===== config.mk =====
export PLATFORM = sky130hd
export DESIGN_NAME = smm_operand_loader_flat
export DESIGN_NICKNAME = d
export VERILOG_FILES = /design/src/rtl/smm_operand_loader_if.sv /design/src/rtl/smm_operand_loader.sv /design/src/flat_wrapper.sv
export SDC_FILE = /design/constraint.sdc
export NUM_CORES = 1
export LEC_CHECK = 0
export BUFFER_PORTS_ARGS = -buffer_cell sky130_fd_sc_hd__buf_2
export CAP_MARGIN = 15
export CORE_MARGIN = 2
export CORE_UTILIZATION = 35
export CTS_CLUSTER_SIZE = 28
export DETAILED_ROUTE_END_ITERATION = 12
export SLEW_MARGIN = 5
export SYNTH_ARGS = -nofsm -noshare
export SYNTH_HDL_FRONTEND = slang
export SYNTH_SLANG_ARGS = --single-unit

===== constraint.sdc =====
create_clock -name clk -period 8.45 [get_ports clk]
set_clock_uncertainty 0.15 [all_clocks]
set_input_delay 1.2675 -clock clk [delete_from_list [all_inputs] [get_ports clk]]
set_output_delay 1.2675 -clock clk [all_outputs]
set_load 0.01 [all_outputs]

===== src/rtl/smm_operand_loader_if.sv =====
// Element stream in, packed operand buses and load/result strobes out, for the Strassen operand loader.
// slave = loader side, master = element source / multiplier side.
interface smm_operand_loader_if #(
  parameter int DATAWIDTH = 32,
  parameter int BUSWIDTH  = 128
);
  logic signed [DATAWIDTH-1:0] in_data;
  logic                        in_valid;
  logic                        in_sel;
  logic                        in_ready;
  logic [BUSWIDTH-1:0]         A;
  logic [BUSWIDTH-1:0]         B;
  logic                        load;
  logic                        sel;
  logic                        res_valid;
  logic                        busy;

  modport master (
    output in_data, in_valid, in_sel,
    input  in_ready, A, B, load, sel, res_valid, busy
  );

  modport slave (
    input  in_data, in_valid, in_sel,
    output in_ready, A, B, load, sel, res_valid, busy
  );
endinterface


===== src/rtl/smm_operand_loader.sv =====
// Packs 4 A + 4 B elements, strobes load, pulses res_valid RES_LAT cycles later; input is blocked until then.
// SMM_LOADER_FLUSH_EN adds a flush port that abandons a partial fill.
module smm_operand_loader #(
  parameter int DATAWIDTH = 32,
  parameter int BLOCKSIZE = DATAWIDTH*1,
  parameter int BUSWIDTH  = BLOCKSIZE*4,
  parameter int RES_LAT   = 2
) (
  input logic                 clk,
  input logic                 rst,
  smm_operand_loader_if.slave io
`ifdef SMM_LOADER_FLUSH_EN
  ,
  input logic                 flush
`endif
);
  localparam int WW = (RES_LAT > 1) ? $clog2(RES_LAT) : 1;

  typedef enum logic [1:0] {FILL_A, FILL_B, ISSUE, WAIT} state_t;

  state_t              state_q, state_d;
  logic [1:0]          cnt_q, cnt_d;
  logic [WW-1:0]       wcnt_q, wcnt_d;
  logic [BUSWIDTH-1:0] a_q, b_q;
  logic                sel_q;
  logic                ready, xfer, wr_a, wr_b, load, res_valid, flush_req;

`ifdef SMM_LOADER_FLUSH_EN
  assign flush_req = flush;
`else
  assign flush_req = 1'b0;
`endif

  always_comb begin
    state_d   = state_q;
    cnt_d     = cnt_q;
    wcnt_d    = wcnt_q;
    wr_a      = 1'b0;
    wr_b      = 1'b0;
    load      = 1'b0;
    res_valid = 1'b0;
    ready     = ((state_q == FILL_A) || (state_q == FILL_B)) && !rst;
    xfer      = io.in_valid && ready;
    case (state_q)
      FILL_A: begin
        // flush wins over a same-cycle transfer; that element is dropped
        if (flush_req) begin
          cnt_d = 2'd0;
        end else if (xfer) begin
          wr_a  = 1'b1;
          cnt_d = cnt_q + 2'd1;
          if (cnt_q == 2'd3) state_d = FILL_B;
        end
      end
      FILL_B: begin
        if (flush_req) begin
          cnt_d   = 2'd0;
          state_d = FILL_A;
        end else if (xfer) begin
          wr_b  = 1'b1;
          cnt_d = cnt_q + 2'd1;
          if (cnt_q == 2'd3) state_d = ISSUE;
        end
      end
      ISSUE: begin
        load    = 1'b1;
        wcnt_d  = WW'(RES_LAT - 1);
        state_d = WAIT;
      end
      WAIT: begin
        if (wcnt_q == '0) begin
          res_valid = 1'b1;
          state_d   = FILL_A;
        end else begin
          wcnt_d = wcnt_q - 1'b1;
        end
      end
      default: state_d = FILL_A;
    endcase
  end

  always_ff @(posedge clk or posedge rst) begin
    if (rst) begin
      state_q <= FILL_A;
      cnt_q   <= 2'd0;
      wcnt_q  <= '0;
    end else begin
      state_q <= state_d;
      cnt_q   <= cnt_d;
      wcnt_q  <= wcnt_d;
    end
  end

  // Element k of each half lands in slot k; sel is captured with a0 only
  always_ff @(posedge clk or posedge rst) begin
    if (rst) begin
      a_q   <= '0;
      b_q   <= '0;
      sel_q <= 1'b0;
    end else begin
      for (int k = 0; k < 4; k++) begin
        if (wr_a && (cnt_q == 2'(k))) a_q[k*DATAWIDTH +: DATAWIDTH] <= io.in_data;
        if (wr_b && (cnt_q == 2'(k))) b_q[k*DATAWIDTH +: DATAWIDTH] <= io.in_data;
      end
      if (wr_a && (cnt_q == 2'd0)) sel_q <= io.in_sel;
    end
  end

  assign io.in_ready  = ready;
  assign io.A         = a_q;
  assign io.B         = b_q;
  assign io.sel       = sel_q;
  assign io.load      = load;
  assign io.res_valid = res_valid;
  assign io.busy      = !((state_q == FILL_A) && (cnt_q == 2'd0));
endmodule

===== src/flat_wrapper.sv =====
// flat-port wrapper written by rule: the top's interface ports become plain ports
module smm_operand_loader_flat 
#(
  parameter int DATAWIDTH = 32,
  parameter int BLOCKSIZE = DATAWIDTH*1,
  parameter int BUSWIDTH  = BLOCKSIZE*4,
  parameter int RES_LAT   = 2
)
  (clk, rst, io_in_data, io_in_valid, io_in_sel, io_in_ready, io_A, io_B, io_load, io_sel, io_res_valid, io_busy);
  smm_operand_loader_if #(.DATAWIDTH(DATAWIDTH), .BUSWIDTH(BUSWIDTH)) io_i ();
  input logic clk;
  input logic rst;
  input wire logic [$bits(io_i.in_data)-1:0] io_in_data;
  input wire logic [$bits(io_i.in_valid)-1:0] io_in_valid;
  input wire logic [$bits(io_i.in_sel)-1:0] io_in_sel;
  output wire logic [$bits(io_i.in_ready)-1:0] io_in_ready;
  output wire logic [$bits(io_i.A)-1:0] io_A;
  output wire logic [$bits(io_i.B)-1:0] io_B;
  output wire logic [$bits(io_i.load)-1:0] io_load;
  output wire logic [$bits(io_i.sel)-1:0] io_sel;
  output wire logic [$bits(io_i.res_valid)-1:0] io_res_valid;
  output wire logic [$bits(io_i.busy)-1:0] io_busy;
  assign io_i.in_data = io_in_data;
  assign io_i.in_valid = io_in_valid;
  assign io_i.in_sel = io_in_sel;
  assign io_in_ready = io_i.in_ready;
  assign io_A = io_i.A;
  assign io_B = io_i.B;
  assign io_load = io_i.load;
  assign io_sel = io_i.sel;
  assign io_res_valid = io_i.res_valid;
  assign io_busy = io_i.busy;
  smm_operand_loader #(.DATAWIDTH(DATAWIDTH), .BLOCKSIZE(BLOCKSIZE), .BUSWIDTH(BUSWIDTH), .RES_LAT(RES_LAT)) u_core (.clk(clk), .rst(rst), .io(io_i));
endmodule

# After elaboration in Yosys (flattened, before gate mapping)

Cells that the tools add are included.

Bits in registers: 262
Logic and storage cells: 59
Output and inout bits: 261

Muxes and demuxes: 14
Reduce and logical (&&, ||, !) cells: 20
Add/subtract/negate cells: 2
Equal/unequal tests: 11

Operator list:

| kind                                                            | count |
|---|---|
| 1-bit logical AND                                               | 11 |
| 2-bit 2-to-1 mux                                                | 5 |
| 2-bit == test, second input constant                            | 4 |
| 2-bit one-hot mux with 4 select lines                           | 1 |
| 1-bit 2-to-1 mux                                                | 7 |
| 2-bit != test, second input constant                            | 3 |
| 5-bit AND reduction                                             | 1 |
| 2-bit by 1-bit == test with 1-bit output, second input constant | 2 |
| 2-bit zero test                                                 | 2 |
| 2-bit by 1-bit != test with 1-bit output, second input constant | 2 |
| 2-bit by 1-bit adder with 2-bit output, second input constant   | 1 |
| 1-bit zero test                                                 | 2 |
| 1-bit one-hot mux with 2 select lines                           | 1 |
| 2-bit AND reduction                                             | 1 |
| 2-bit nonzero test                                              | 1 |
| 2-bit OR reduction                                              | 1 |
| 1-bit logical OR                                                | 1 |
| 1-bit subtractor, second input constant                         | 1 |

# Depth between registers and ports, before layout

Depth in word-level cells: 7
Mapped depth: 6
Gate-level depth less buffers: 5

# Least setup slack after synthesis

No wires, ideal clock.

Path type: input-to-output
From: input rst
To: output io_in_ready
Path slack: 5520 ps
Required time: 7033 ps
Path buffers: 0
Stages: 1
Arrival time: 1513 ps
Cell sequence: o21ba_2

Longest elaborated chain between the ends: 2

Ends and longest elaborated chain:

| what              | RTL line                 | source |
|---|---|---|
| from (decl)       | flat_wrapper.sv:12       | `input logic rst;` |
| 1-bit zero test   | smm_operand_loader.sv:42 | `ready = ((state_q == FILL_A) \|\| (state_q == FILL_B)) && !rst;` |
| 1-bit logical AND | smm_operand_loader.sv:42 |  |
| to (decl)         | flat_wrapper.sv:16       | `output wire logic [$bits(io_i.in_ready)-1:0] io_in_ready;` |

No other way between the ends.

# Final worst setup path

Same ends and word-level chain as after synthesis.

==> out/metrics.csv <==
metric,value,unit
Hold Buf Count CTS,0,
Worst-Margin Slew,1077,ps
I/O pins,297,
"Cell Count, Final, Fillers Out",1290,
RSZ-0062 raised after global routing,false,
pre-CTS setup slack,4841,ps
first-pass GRT wire length,37410,um
IO buf count,296,
drt pass-1 iters,4,
average wire per standard cell,19.55,um
Worst Path Buf+Inv,2,
H-tree level count,1,
# DRC,0,
slowest CP cell,o21ba_2,
Final Cell Area,12750,sq um
dpl hpwl,17080,um
Min Hold Slack,347.0,ps
crit path launch type,primary input,
most numerous cell on the critical path,buf_2,
Post CTS Setup Buffer Count,0,
Setup Viol. Count Final,0,
drt initial violations,209,
crit path time final,3242,ps
crit share post-route,38.36,%
CP max stage delay,260,ps
largest net degree at the start of global routing,124,
vias in the first global route,6147,
dpl cell area,11790,sq um
Die H,172.3,um
Worst VDD drop,0.0002481,V
relative slew slack,28.10,%
Fin. Hold Viols,0,
Longest Clk Path Bufs,3,
Syn Inst Count,583,
Yosys reg bits,262,
Finished Core Util,45.76,%
total congestion overflow,0,
"commonest non-fill, non-tap cell in the layout",buf_2,
CP max FO,5,
initial core utilization,35.57,%
clock sinks,262,
Total Power,5.005,mW
"critical path, cell by cell",buf_2 -> o21ba_2 -> buf_2,
most frequent cells in the layout,"buf_2, dfrtp_1, mux2_2, clkbuf_16",
highest clock rate,308.5,MHz
LEAKAGE,6.628,nW
DR vias/cell,4.729,
Final ANT Viol Nets,0,
Die ar.,29680,sq um
Area Growth Syn to Fin,28.64,%
Critical Path RT,7030,ps
Worst EP arrival,1820,ps
Max Cap Violations,0,
clock latency on the worst-skew pair,530,ps
Post-Syn Nets,627,
cts repair resizes,0,
post-synthesis sequential area ratio,66.16,%
Critical Setup Path Class,primary input to output pin,
Post-Route WL,25220,um
status,completed,
core area,27860,sq um
Die Wd,172.3,um
root buf cell,clkbuf_16,
CTS tree,done,
Max Transition Viols Final,0,
# nets final,938,
"reg-to-reg slack, setup",5750,ps
cell total after placement,1239,
GR Util All Layers,16.52,%
Crit path max-delay family,buffers and inverters,
setup TNS,0,ps
initial antenna violation count,0,
vias post-DR,6101,
mean post-synth cell area,17.00,sq um
worst setup margin,5208,ps
Synth Cell Area,9910,sq um
Synth warnings,0,
crit path capture type,output pin,
library cells used by synthesis,18,
"Reg clk slew, reported paths",50,ps
layout cell share with drive strength beyond 1,67.65,%
pwr dens,392.7,nW/um^2
n_diodes,0,
Row Count,61,
Worst Hold Class,flip-flop to flip-flop,
Placer Congestion,0.7012,
cts bufs inserted,28,
-- flip-flops by register name (all words and copies together) (netlist names) --
name,cells
u_core.wcnt_q,1
u_core.cnt_q,2
u_core.state_q,2
u_core.io.A,128
u_core.io.sel,1
u_core.io.B,128
-- worst reg2reg max path, stage by stage (launching register included) --
cell and delay, ps:
dfrtp_1 410, inv_1 90, ha_1 200, and2b_1 250
nand3_2 850, mux2_2 630
-- final cells by class --
type | instances | area [sq um]
Sequential cell | 262 | 6556
Clock inverter | 9 | 78.83
Fill cell | 2511 | 15110
Timing Repair Buffer | 306 | 1622
Multi-Input combinational cell | 291 | 3192
Tap cell | 378 | 473.0
Clock buffer | 39 | 803.3
Inverter | 5 | 22.52
-- metal layers --
metal	wire length, um	track usage (%)	part of all wire [%]	vias to the layer above
met5	0	0	0	-
met4	562	4.019	2.2	0
met3	2053	5.631	8.1	33
met2	11760	26.99	47	215
met1	10840	21.18	43	3161
li1	-	-	-	2692
-- power breakdown --
| group | switching [mW] | internal (mW) | total [mW] | leakage (nW) |
|---|---|---|---|---|
| clock | 0.480 | 0.689 | 1.17 | 0.432 |
| combinational | 0.857 | 0.872 | 1.73 | 2.87 |
| sequential | 0.273 | 1.83 | 2.11 | 3.33 |
-- cell families (layout without fill, tap and decap cells) --
| group | count (synthesis) | count (layout) | share of synthesized area (%) |
|---|---|---|---|
| buffers and inverters | 30 | 359 | 1.982 |
| DFF | 262 | 262 | 66.16 |
| xor gates and xnor gates | 1 | 1 | 0.08840 |
| muxes | 259 | 259 | 29.43 |
| AOI/OAI and AO/OA | 3 | 3 | 0.2399 |
| adders and majority gates | 8 | 8 | 1.010 |
| and+or+nand+nor | 20 | 20 | 1.086 |
-- path summary, 6_finish.rpt --
| check | startpoint | endpoint | depth (start not counted) |
|---|---|---|---|
| setup reg to reg | u_core.state_q[1] | u_core.io.B[101] | 5 |
| hold / removal | u_core.io.B[50] | u_core.io.B[50] | 1 |
| max in group asynchronous | rst | u_core.io.B[126] | 4 |
| hold reg to reg | u_core.io.B[50] | u_core.io.B[50] | 1 |
| setup / recovery | rst | io_in_ready | 3 |
| min in group asynchronous | rst | u_core.cnt_q[0] | 2 |
-- Yosys cell counts --
master / n / share of area [%]
and3b_1: 1 / 0.088
nand2_1: 3 / 0.11
inv_1: 5 / 0.19
mux2_2: 259 / 29
dfrtp_1: 262 / 66
and2b_1: 2 / 0.15
o21ba_2: 1 / 0.10
nor2b_1: 1 / 0.063
a32oi_1: 1 / 0.088
ha_1: 8 / 1.0
nand3_1: 7 / 0.35
xnor2_1: 1 / 0.088
buf_2: 4 / 0.20
o21ai_0: 1 / 0.050
nor2_1: 4 / 0.15
nand2b_1: 1 / 0.063
nand3_2: 1 / 0.10
buf_4: 21 / 1.6
Power figures use the tool's default switching activity.
